`config.mk`:
```
export PLATFORM = sky130hd
export DESIGN_NAME = mult_accumulator_flat
export DESIGN_NICKNAME = d
export VERILOG_FILES = /design/src/rtl/mult_accumulator_pkg.sv /design/src/rtl/mult_accumulator_if.sv /design/src/rtl/mult_accumulator_mult.sv /design/src/rtl/mult_accumulator.sv /design/src/flat_wrapper.sv
export SDC_FILE = /design/constraint.sdc
export NUM_CORES = 1
export LEC_CHECK = 0
export ABC_CLOCK_PERIOD_IN_PS = 2600
export CAP_MARGIN = 15
export CORE_MARGIN = 10
export CORE_UTILIZATION = 25
export CTS_CLUSTER_SIZE = 16
export DETAILED_ROUTE_END_ITERATION = 12
export SLEW_MARGIN = 20
export SYNTH_ARGS = -nofsm -noshare
export SYNTH_HDL_FRONTEND = slang
export SYNTH_SLANG_ARGS = --single-unit
```
`constraint.sdc`:
```
create_clock -name clk -period 2.6 [get_ports clk]
set_clock_uncertainty 0.2 [all_clocks]
set_input_delay 0.26 -clock clk [delete_from_list [all_inputs] [get_ports clk]]
set_output_delay 0.26 -clock clk [all_outputs]
set_load 0.01 [all_outputs]
```
`src/rtl/mult_accumulator_pkg.sv`:
```
// Shared types and constants for the multiply-accumulate block.
package mult_accumulator_pkg;

  localparam int unsigned OPND_W = 2;
  localparam int unsigned PROD_W = 4;

  typedef enum logic [1:0] {
    ST_IDLE  = 2'd0,
    ST_ACCUM = 2'd1,
    ST_DONE  = 2'd2
  } state_t;

endpackage : mult_accumulator_pkg

```
`src/rtl/mult_accumulator_if.sv`:
```
// Operand stream plus result/status bundle between a producer and the accumulator.
interface mult_accumulator_if #(
  parameter int unsigned ACC_W = 8
);
  import mult_accumulator_pkg::*;

  logic              start;
  logic              in_valid;
  logic              in_ready;
  logic [OPND_W-1:0] a;
  logic [OPND_W-1:0] b;
  logic [ACC_W-1:0]  acc;
  logic              busy;
  logic              done;
  logic              overflow;

  modport master (
    output start, in_valid, a, b,
    input  in_ready, acc, busy, done, overflow
  );

  modport slave (
    input  start, in_valid, a, b,
    output in_ready, acc, busy, done, overflow
  );

endinterface : mult_accumulator_if

```
`src/rtl/mult_accumulator_mult.sv`:
```
// 2x2 unsigned combinational multiplier (the existing multiplyModule datapath).
module mult_accumulator_mult
  import mult_accumulator_pkg::*;
(
  input  logic [OPND_W-1:0] i_a,
  input  logic [OPND_W-1:0] i_b,
  output logic [PROD_W-1:0] o_p
);

  logic w_a0b0;
  logic w_a1b0;
  logic w_a0b1;
  logic w_a1b1;
  logic w_c1;

  assign w_a0b0 = i_a[0] & i_b[0];
  assign w_a1b0 = i_a[1] & i_b[0];
  assign w_a0b1 = i_a[0] & i_b[1];
  assign w_a1b1 = i_a[1] & i_b[1];
  // Carry from the middle partial-product column feeds bits 2 and 3.
  assign w_c1   = w_a1b0 & w_a0b1;

  assign o_p = {w_a1b1 & w_c1, w_a1b1 ^ w_c1, w_a1b0 ^ w_a0b1, w_a0b0};

endmodule : mult_accumulator_mult

```
`src/rtl/mult_accumulator.sv`:
```
// Accumulates N_TERMS 2x2 products from a valid/ready stream into a dot product.
module mult_accumulator
  import mult_accumulator_pkg::*;
#(
  parameter int unsigned N_TERMS = 4,
  parameter int unsigned ACC_W   = 8
) (
  input  logic               clk,
  input  logic               rst_n,
  mult_accumulator_if.slave  bus
);

  localparam int unsigned CNT_W = $clog2(N_TERMS + 1);
  localparam int unsigned SUM_W = ACC_W + 1;

  state_t             r_state;
  logic [ACC_W-1:0]   r_acc;
  logic [CNT_W-1:0]   r_count;
  logic               r_overflow;
  logic               r_busy;
  logic               r_done;

  state_t             w_state_nxt;
  logic [ACC_W-1:0]   w_acc_nxt;
  logic [CNT_W-1:0]   w_count_nxt;
  logic               w_overflow_nxt;
  logic               w_in_ready;
  logic               w_beat;
  logic               w_last;
  logic [PROD_W-1:0]  w_prod;
  logic [SUM_W-1:0]   w_sum;

  mult_accumulator_mult u_mult (
    .i_a (bus.a),
    .i_b (bus.b),
    .o_p (w_prod)
  );

  assign w_in_ready = (r_state == ST_ACCUM);
  assign w_beat     = bus.in_valid & w_in_ready;
  assign w_last     = (r_count == CNT_W'(N_TERMS - 1));
  // Extra top bit of the sum is the carry-out that sets overflow.
  assign w_sum      = {1'b0, r_acc} + SUM_W'(w_prod);

  // Next-state and datapath update.
  always_comb begin
    w_state_nxt    = r_state;
    w_acc_nxt      = r_acc;
    w_count_nxt    = r_count;
    w_overflow_nxt = r_overflow;
    case (r_state)
      ST_IDLE: begin
        if (bus.start) begin
          w_acc_nxt      = '0;
          w_count_nxt    = '0;
          w_overflow_nxt = 1'b0;
          w_state_nxt    = ST_ACCUM;
        end
      end
      ST_ACCUM: begin
        if (w_beat) begin
          w_acc_nxt      = w_sum[ACC_W-1:0];
          w_overflow_nxt = r_overflow | w_sum[ACC_W];
          w_count_nxt    = r_count + CNT_W'(1);
          if (w_last) begin
            w_state_nxt = ST_DONE;
          end
        end
      end
      ST_DONE: begin
        w_state_nxt = ST_IDLE;
      end
      default: begin
        w_state_nxt = ST_IDLE;
      end
    endcase
  end

  always_ff @(posedge clk or negedge rst_n) begin
    if (!rst_n) begin
      r_state    <= ST_IDLE;
      r_acc      <= '0;
      r_count    <= '0;
      r_overflow <= 1'b0;
      r_busy     <= 1'b0;
      r_done     <= 1'b0;
    end else begin
      r_state    <= w_state_nxt;
      r_acc      <= w_acc_nxt;
      r_count    <= w_count_nxt;
      r_overflow <= w_overflow_nxt;
      r_busy     <= (w_state_nxt == ST_ACCUM);
      r_done     <= (w_state_nxt == ST_DONE);
    end
  end

  assign bus.in_ready = w_in_ready;
  assign bus.acc      = r_acc;
  assign bus.busy     = r_busy;
  assign bus.done     = r_done;
  assign bus.overflow = r_overflow;

endmodule : mult_accumulator

```
`src/flat_wrapper.sv`:
```
// flat-port wrapper written by rule: the top's interface ports become plain ports
module mult_accumulator_flat import mult_accumulator_pkg::*;
#(
  parameter int unsigned N_TERMS = 4,
  parameter int unsigned ACC_W   = 8
)
  (clk, rst_n, bus_start, bus_in_valid, bus_a, bus_b, bus_in_ready, bus_acc, bus_busy, bus_done, bus_overflow);
  mult_accumulator_if #(.ACC_W(ACC_W)) bus_i ();
  input  logic clk;
  input  logic rst_n;
  input wire logic [$bits(bus_i.start)-1:0] bus_start;
  input wire logic [$bits(bus_i.in_valid)-1:0] bus_in_valid;
  input wire logic [$bits(bus_i.a)-1:0] bus_a;
  input wire logic [$bits(bus_i.b)-1:0] bus_b;
  output wire logic [$bits(bus_i.in_ready)-1:0] bus_in_ready;
  output wire logic [$bits(bus_i.acc)-1:0] bus_acc;
  output wire logic [$bits(bus_i.busy)-1:0] bus_busy;
  output wire logic [$bits(bus_i.done)-1:0] bus_done;
  output wire logic [$bits(bus_i.overflow)-1:0] bus_overflow;
  assign bus_i.start = bus_start;
  assign bus_i.in_valid = bus_in_valid;
  assign bus_i.a = bus_a;
  assign bus_i.b = bus_b;
  assign bus_in_ready = bus_i.in_ready;
  assign bus_acc = bus_i.acc;
  assign bus_busy = bus_i.busy;
  assign bus_done = bus_i.done;
  assign bus_overflow = bus_i.overflow;
  mult_accumulator #(.N_TERMS(N_TERMS), .ACC_W(ACC_W)) u_core (.clk(clk), .rst_n(rst_n), .bus(bus_i));
endmodule
```
== After elaboration in Yosys (flattened, before gate mapping) ==
Cells that the tools add are included.
Widths: inputs -> output; s select.

* Bits in registers: 16
* Input port bits: 8
* Output and inout port bits: 12
* Word-level logic and storage cells: 40

* $add $sub $neg: 2
* Equality and inequality tests: 6
* Muxes and demuxes: 13
* Bitwise gates (word level): 10
* Reduce and logical (&&, ||, !) cells: 3

{| class="wikitable"
|+ Operators by type and width
! operator !! count
|-
| $mux 8 || 2
|-
| $pmux 8 s2 || 1
|-
| $add 8x4->9 || 1
|-
| $and 1x1->1 || 7
|-
| $mux 2 || 3
|-
| $mux 3 || 2
|-
| $pmux 3 s2 || 1
|-
| $eq 2x1->1 const B || 2
|-
| $ne 2x2->1 const B || 2
|-
| $pmux 2 s2 || 1
|-
| $add 3x1->3 const B || 1
|-
| $eq 3x2->1 const B || 1
|-
| $reduce_and 3->1 || 1
|-
| $eq 2x2->1 const B || 1
|-
| $logic_not 2->1 || 1
|-
| $mux 1 || 2
|-
| $pmux 1 s2 || 1
|-
| $reduce_bool 2->1 || 1
|-
| $xor 1x1->1 || 2
|-
| $or 1x1->1 || 1
|}

== Longest topological paths before layout ==
* Depth in word-level cells: 7
* Mapped depth: 8
* Gate-level depth less buffers: 8

== Cells and area by module ==
From an unflattened synthesis, not the netlist that was laid out.

* Cell total of the unflattened synthesis: 86
* Area, all modules: 963.4 um^2

{| class="wikitable"
|+ Modules (own cells, without submodules)
! module !! times used !! cells each !! area each (um^2) !! sequential area each (um^2)
|-
| mult_accumulator || 1 || 79 || 905.9 || 400.4
|-
| mult_accumulator_mult || 1 || 7 || 57.6 || 0.0
|}

== Worst setup path after synthesis ==
OpenSTA, ideal clock, no wires.

* Kind: input -> register
* Start: in bus_b[0]
* End: reg u_core.r_acc[6] (netlist: u_core.bus.acc[6])
* Setup time: 0.079 ns
* Arrival: 1.909 ns
* Required time: 2.321 ns
* Setup slack: 0.412 ns
* Stages: 8
* Path buffers: 0
* Cell sequence: and2_1 -> ha_1 -> ha_1 -> ha_1 -> nor2b_1 -> o21ai_0 -> a211oi_2 -> mux2i_1

* Longest elaborated chain between the ends: 6
* Elaborated cells on any way between the ends: 9
* Those cells by class: add/sub (1); mux (2); bitwise (6)

{| class="wikitable"
|+ RTL lines
! what !! RTL line !! source
|-
| from (decl) || flat_wrapper.sv:14 || <nowiki>input wire logic [$bits(bus_i.b)-1:0] bus_b;</nowiki>
|-
| $and 1x1->1 || mult_accumulator_mult.sv:17 || <nowiki>assign w_a1b0 = i_a[1] & i_b[0];</nowiki>
|-
| $and 1x1->1 || mult_accumulator_mult.sv:21 || <nowiki>assign w_c1 = w_a1b0 & w_a0b1;</nowiki>
|-
| $xor 1x1->1 / $and 1x1->1 (equally long branches) || mult_accumulator_mult.sv:23 || <nowiki>assign o_p = {w_a1b1 & w_c1, w_a1b1 ^ w_c1, w_a1b0 ^ w_a0b1, w_a0b0};</nowiki>
|-
| $add 8x4->9 (*) || mult_accumulator.sv:43 || <nowiki>assign w_sum = {1'b0, r_acc} + SUM_W'(w_prod);</nowiki>
|-
| $mux 8 (*) || mult_accumulator.sv:61 || <nowiki>if (w_beat) begin</nowiki>
|-
| $pmux 8 s2 (*) || mult_accumulator.sv:51 || <nowiki>case (r_state)</nowiki>
|-
| to (signal assigned) || mult_accumulator.sv:89 || <nowiki>r_acc <= w_acc_nxt;</nowiki>
|-
| to (decl) || mult_accumulator.sv:17 || <nowiki>logic [ACC_W-1:0] r_acc;</nowiki>
|}

Every way passes the cells marked *; elsewhere a longest branch is shown, timed or not. The select of a mux whose other input is x is not followed.
A chain may end at the register's enable or synchronous reset.

== Worst setup path in the final report ==
Ends and elaborated chain as after synthesis.

==> results.sh <==
export IMPL_clock_sinks=16
export IMPL_slowest_stage="clkdlybuf4s50_1"
export IMPL_hpwl_um=1709
export IMPL_rows=22
export IMPL_setup_worst_path_end_class="flip-flop"
export IMPL_peakVddDrop_mv=0.1538
export IMPL_slew_viol_final=0
export IMPL_maxCapViolations=0
export IMPL_critPathKind="primary input to flip-flop"
export IMPL_grt_first_pass_wirelength_um=3608
export IMPL_finalSetupViolations=0
export IMPL_p_int_mw=0.6536
export IMPL_grt_max_degree=17
export IMPL_clk_pin_slew_ns=0.06
export IMPL_dieArea_um2=6604
export IMPL_drcViolationCount=0
export IMPL_layout_common_cells="clkdlybuf4s50_1, dfrtp_1, nand2_1"
export IMPL_coreArea_um2=3633
export IMPL_portBuffers=19
export IMPL_post_cts_setup_buffer_count=0
export IMPL_critPathMaxStageDelay_ns=0.41
export IMPL_track_usage_pct=6.928
export IMPL_grt_overflow=0
export IMPL_cts_resized=0
export IMPL_wl_um=2096
export IMPL_p_clk_share_pct=17.9
export IMPL_drt_first_pass_iters=4
export IMPL_root_buffer="clkbuf_8"
export IMPL_p_seq_share_pct=37.4
export IMPL_ys_seq_area_share_pct=42.67
export IMPL_crit_fanout=4
export IMPL_tightest_slew_ns=0.7221
export IMPL_syn_area_per_cell_um2=10.31
export IMPL_p_switching_mw=0.3582
export IMPL_rsz0062_at_grt="no"
export IMPL_cts_hold_buf=0
export IMPL_utilization_pct=33.61
export IMPL_synth_seq_cells=16
export IMPL_power_frac_comb_pct=44.7
export IMPL_drive_gt1_share_pct=8.036
export IMPL_drtAntennaViolNets=0
export IMPL_cp_start_kind="primary input"
export IMPL_antenna_found_initial=0
export IMPL_finalCritPeriodShare_pct=93.61
export IMPL_cellPowerDensity_nw_per_um2=828.6
export IMPL_clock_path_buffers=2
export IMPL_worstPathRequired_ns=2.57
export IMPL_nNetsFinal=131
export IMPL_syn2layout_area_growth_pct=30.13
export IMPL_total_power_mw=1.012
export IMPL_power_leakage_nw=0.5577
export IMPL_hold_viol=0
export IMPL_hold_path_class="primary input to asynchronous set/reset pin"
export IMPL_cts_tree="built"
export IMPL_ioPinCount=20
export IMPL_syn_nets=108
export IMPL_syn_inst=91
export IMPL_fmax_mhz=410.9
export IMPL_cts_buffers=3
export IMPL_nFillCells=384
export IMPL_grt_pass1_vias=770
export IMPL_htree_levels=1
export IMPL_critPathArrivalTime_ns=2.41
export IMPL_die_h_um=81.27
export IMPL_layout_commonest_cell="clkdlybuf4s50_1"
export IMPL_swShare_pct=35.41
export IMPL_die_width_um=81.27
export IMPL_path_common_cell="ha_1"
export IMPL_fin_crit_ns=2.434
export IMPL_drt_initial_drc_count=14
export IMPL_via_per_inst=4.694
export IMPL_vias=751
export IMPL_maxSlewHeadroom_pct=51.71
export IMPL_initial_core_util_pct=25.83
export IMPL_antenna_cells=0
export IMPL_path_cells="clkdlybuf4s50_1 > and2_1 > ha_1 > ha_1 > ha_1 > nor2b_1 > o21ai_1 > a211oi_2 > mux2i_1"
export IMPL_synth_warnings=0
export IMPL_status="completed"
export IMPL_wl_per_cell_um=13.10
export IMPL_synth_cell_types=31
export IMPL_gp_congestion=0.8062
export IMPL_clk_latency_ns=0.25
export IMPL_synth_area_um2=938.4
==> Yosys cell counts <==
cell type,n,area share [%]
o41ai_2,1,1.7
nor2b_1,2,1.3
o31ai_1,2,1.6
nand2b_1,4,2.7
and3_1,3,2.0
mux2i_1,4,4.3
a311oi_1,2,1.9
or3_1,1,0.67
dfrtp_1,16,43
o22ai_1,1,0.67
nand3b_1,1,0.80
ha_1,8,11
buf_2,1,0.53
inv_1,6,2.4
buf_6,1,1.2
o211ai_1,2,1.6
o21ai_0,3,1.6
nand2_1,11,4.4
and2_1,6,4.0
a21o_1,1,0.80
or2b_1,1,0.80
nand2_2,1,0.67
or3b_1,1,0.93
and2_4,1,0.93
a211oi_2,1,1.3
a21oi_1,2,1.1
a22o_1,1,0.93
a211oi_1,2,1.6
o21ai_2,1,0.93
nor2_1,3,1.2
fa_1,1,2.1
==> flip-flops by register name (all words and copies together), names as in the netlist <==
signal,count
u_core.bus.overflow,1
u_core.bus.busy,1
u_core.r_state,2
u_core.bus.done,1
u_core.r_count,3
u_core.bus.acc,8
==> critical path, delay by kind of cell <==
| family | cells | cell delay, ns |
|---|---|---|
| adders and majority gates | 3 | 0.79 |
| buffers and inverters | 1 | 0.41 |
| AOI/OAI and AO/OA | 2 | 0.38 |
| and+or+nand+nor | 2 | 0.36 |
| muxes | 1 | 0.21 |
==> cell type report <==
cell class	instances	area [µm²]	share of cell area, %
multi-input combinational	67	499.2	40.88
sequential	16	400.4	32.79
timing repair buffer	20	197.7	16.19
tap	48	60.06	4.918
clock buffer	3	41.29	3.381
inverter	6	22.52	1.844
==> power groups by stage <==
| stage | Combinational, mW | Sequential, mW | Clock (mW) |
|---|---|---|---|
| after detailed placement | 0.462 | 0.383 | 0 |
| after global routing | 0.515 | 0.390 | 0.200 |
| after floorplan | 0.276 | 0.389 | 0 |
| final | 0.452 | 0.378 | 0.181 |
| after global placement | 0.451 | 0.377 | 0 |
| after CTS | 0.464 | 0.380 | 0.187 |
==> routing by layer <==
metal	GRT usage, %	share of wire (%)	routed length (µm)
met5	0	0	0
met1	7.280	41	853
met3	1.435	4.5	95
met2	12.16	52	1087
met4	4.671	2.8	59
==> metrics by stage <==
step / cells / setup WS (ns) / setup TNS, ns / area, µm² / hold slack, ns
after floorplan: 91 / 0.4117 / 0 / 938.4 / -0.2356
after global placement: 157 / -0.05449 / -0.1390 / 1180 / 0.2592
after CTS: 160 / 0.09777 / 0 / 1221 / 0.2765
final: 160 / 0.1661 / 0 / 1221 / 0.2429
after global routing: 160 / 0.02818 / 0 / 1221 / 0.3032
after detailed placement: 157 / -0.1409 / -0.3134 / 1180 / 0.2730
==> kinds of logic (layout without fill, tap and decap cells) <==
family                   Yosys count  after routing  share of synthesized area, %
AO/OA/AOI/OAI                     19             19                         15.73
adder cells (fa/ha/maj)            9              9                         12.80
buffers and inverters              8             29                         4.133
flip-flops                        16             16                         42.67
multiplexers                       4              4                         4.267
AND/OR/NAND/NOR                   35             35                         20.40
==> path summary, 6_finish.rpt <==
kind / end / slack (ns) / depth (start not counted) / startpoint
worst max-delay path: u_core.bus.acc[6] / 0.17 / 9 / bus_b[0]
worst min-delay path: u_core.bus.acc[5] / 0.24 / 1 / rst_n
worst max register to register: u_core.bus.acc[6] / 0.55 / 7 / u_core.bus.acc[0]
worst min register to register: u_core.r_count[0] / 0.27 / 1 / u_core.r_count[0]
max in group asynchronous: u_core.bus.acc[1] / 1.50 / 1 / rst_n
min in group clk: u_core.r_count[0] / 0.27 / 1 / u_core.r_count[0]
No activity file was read; power rests on OpenSTA's default activity.
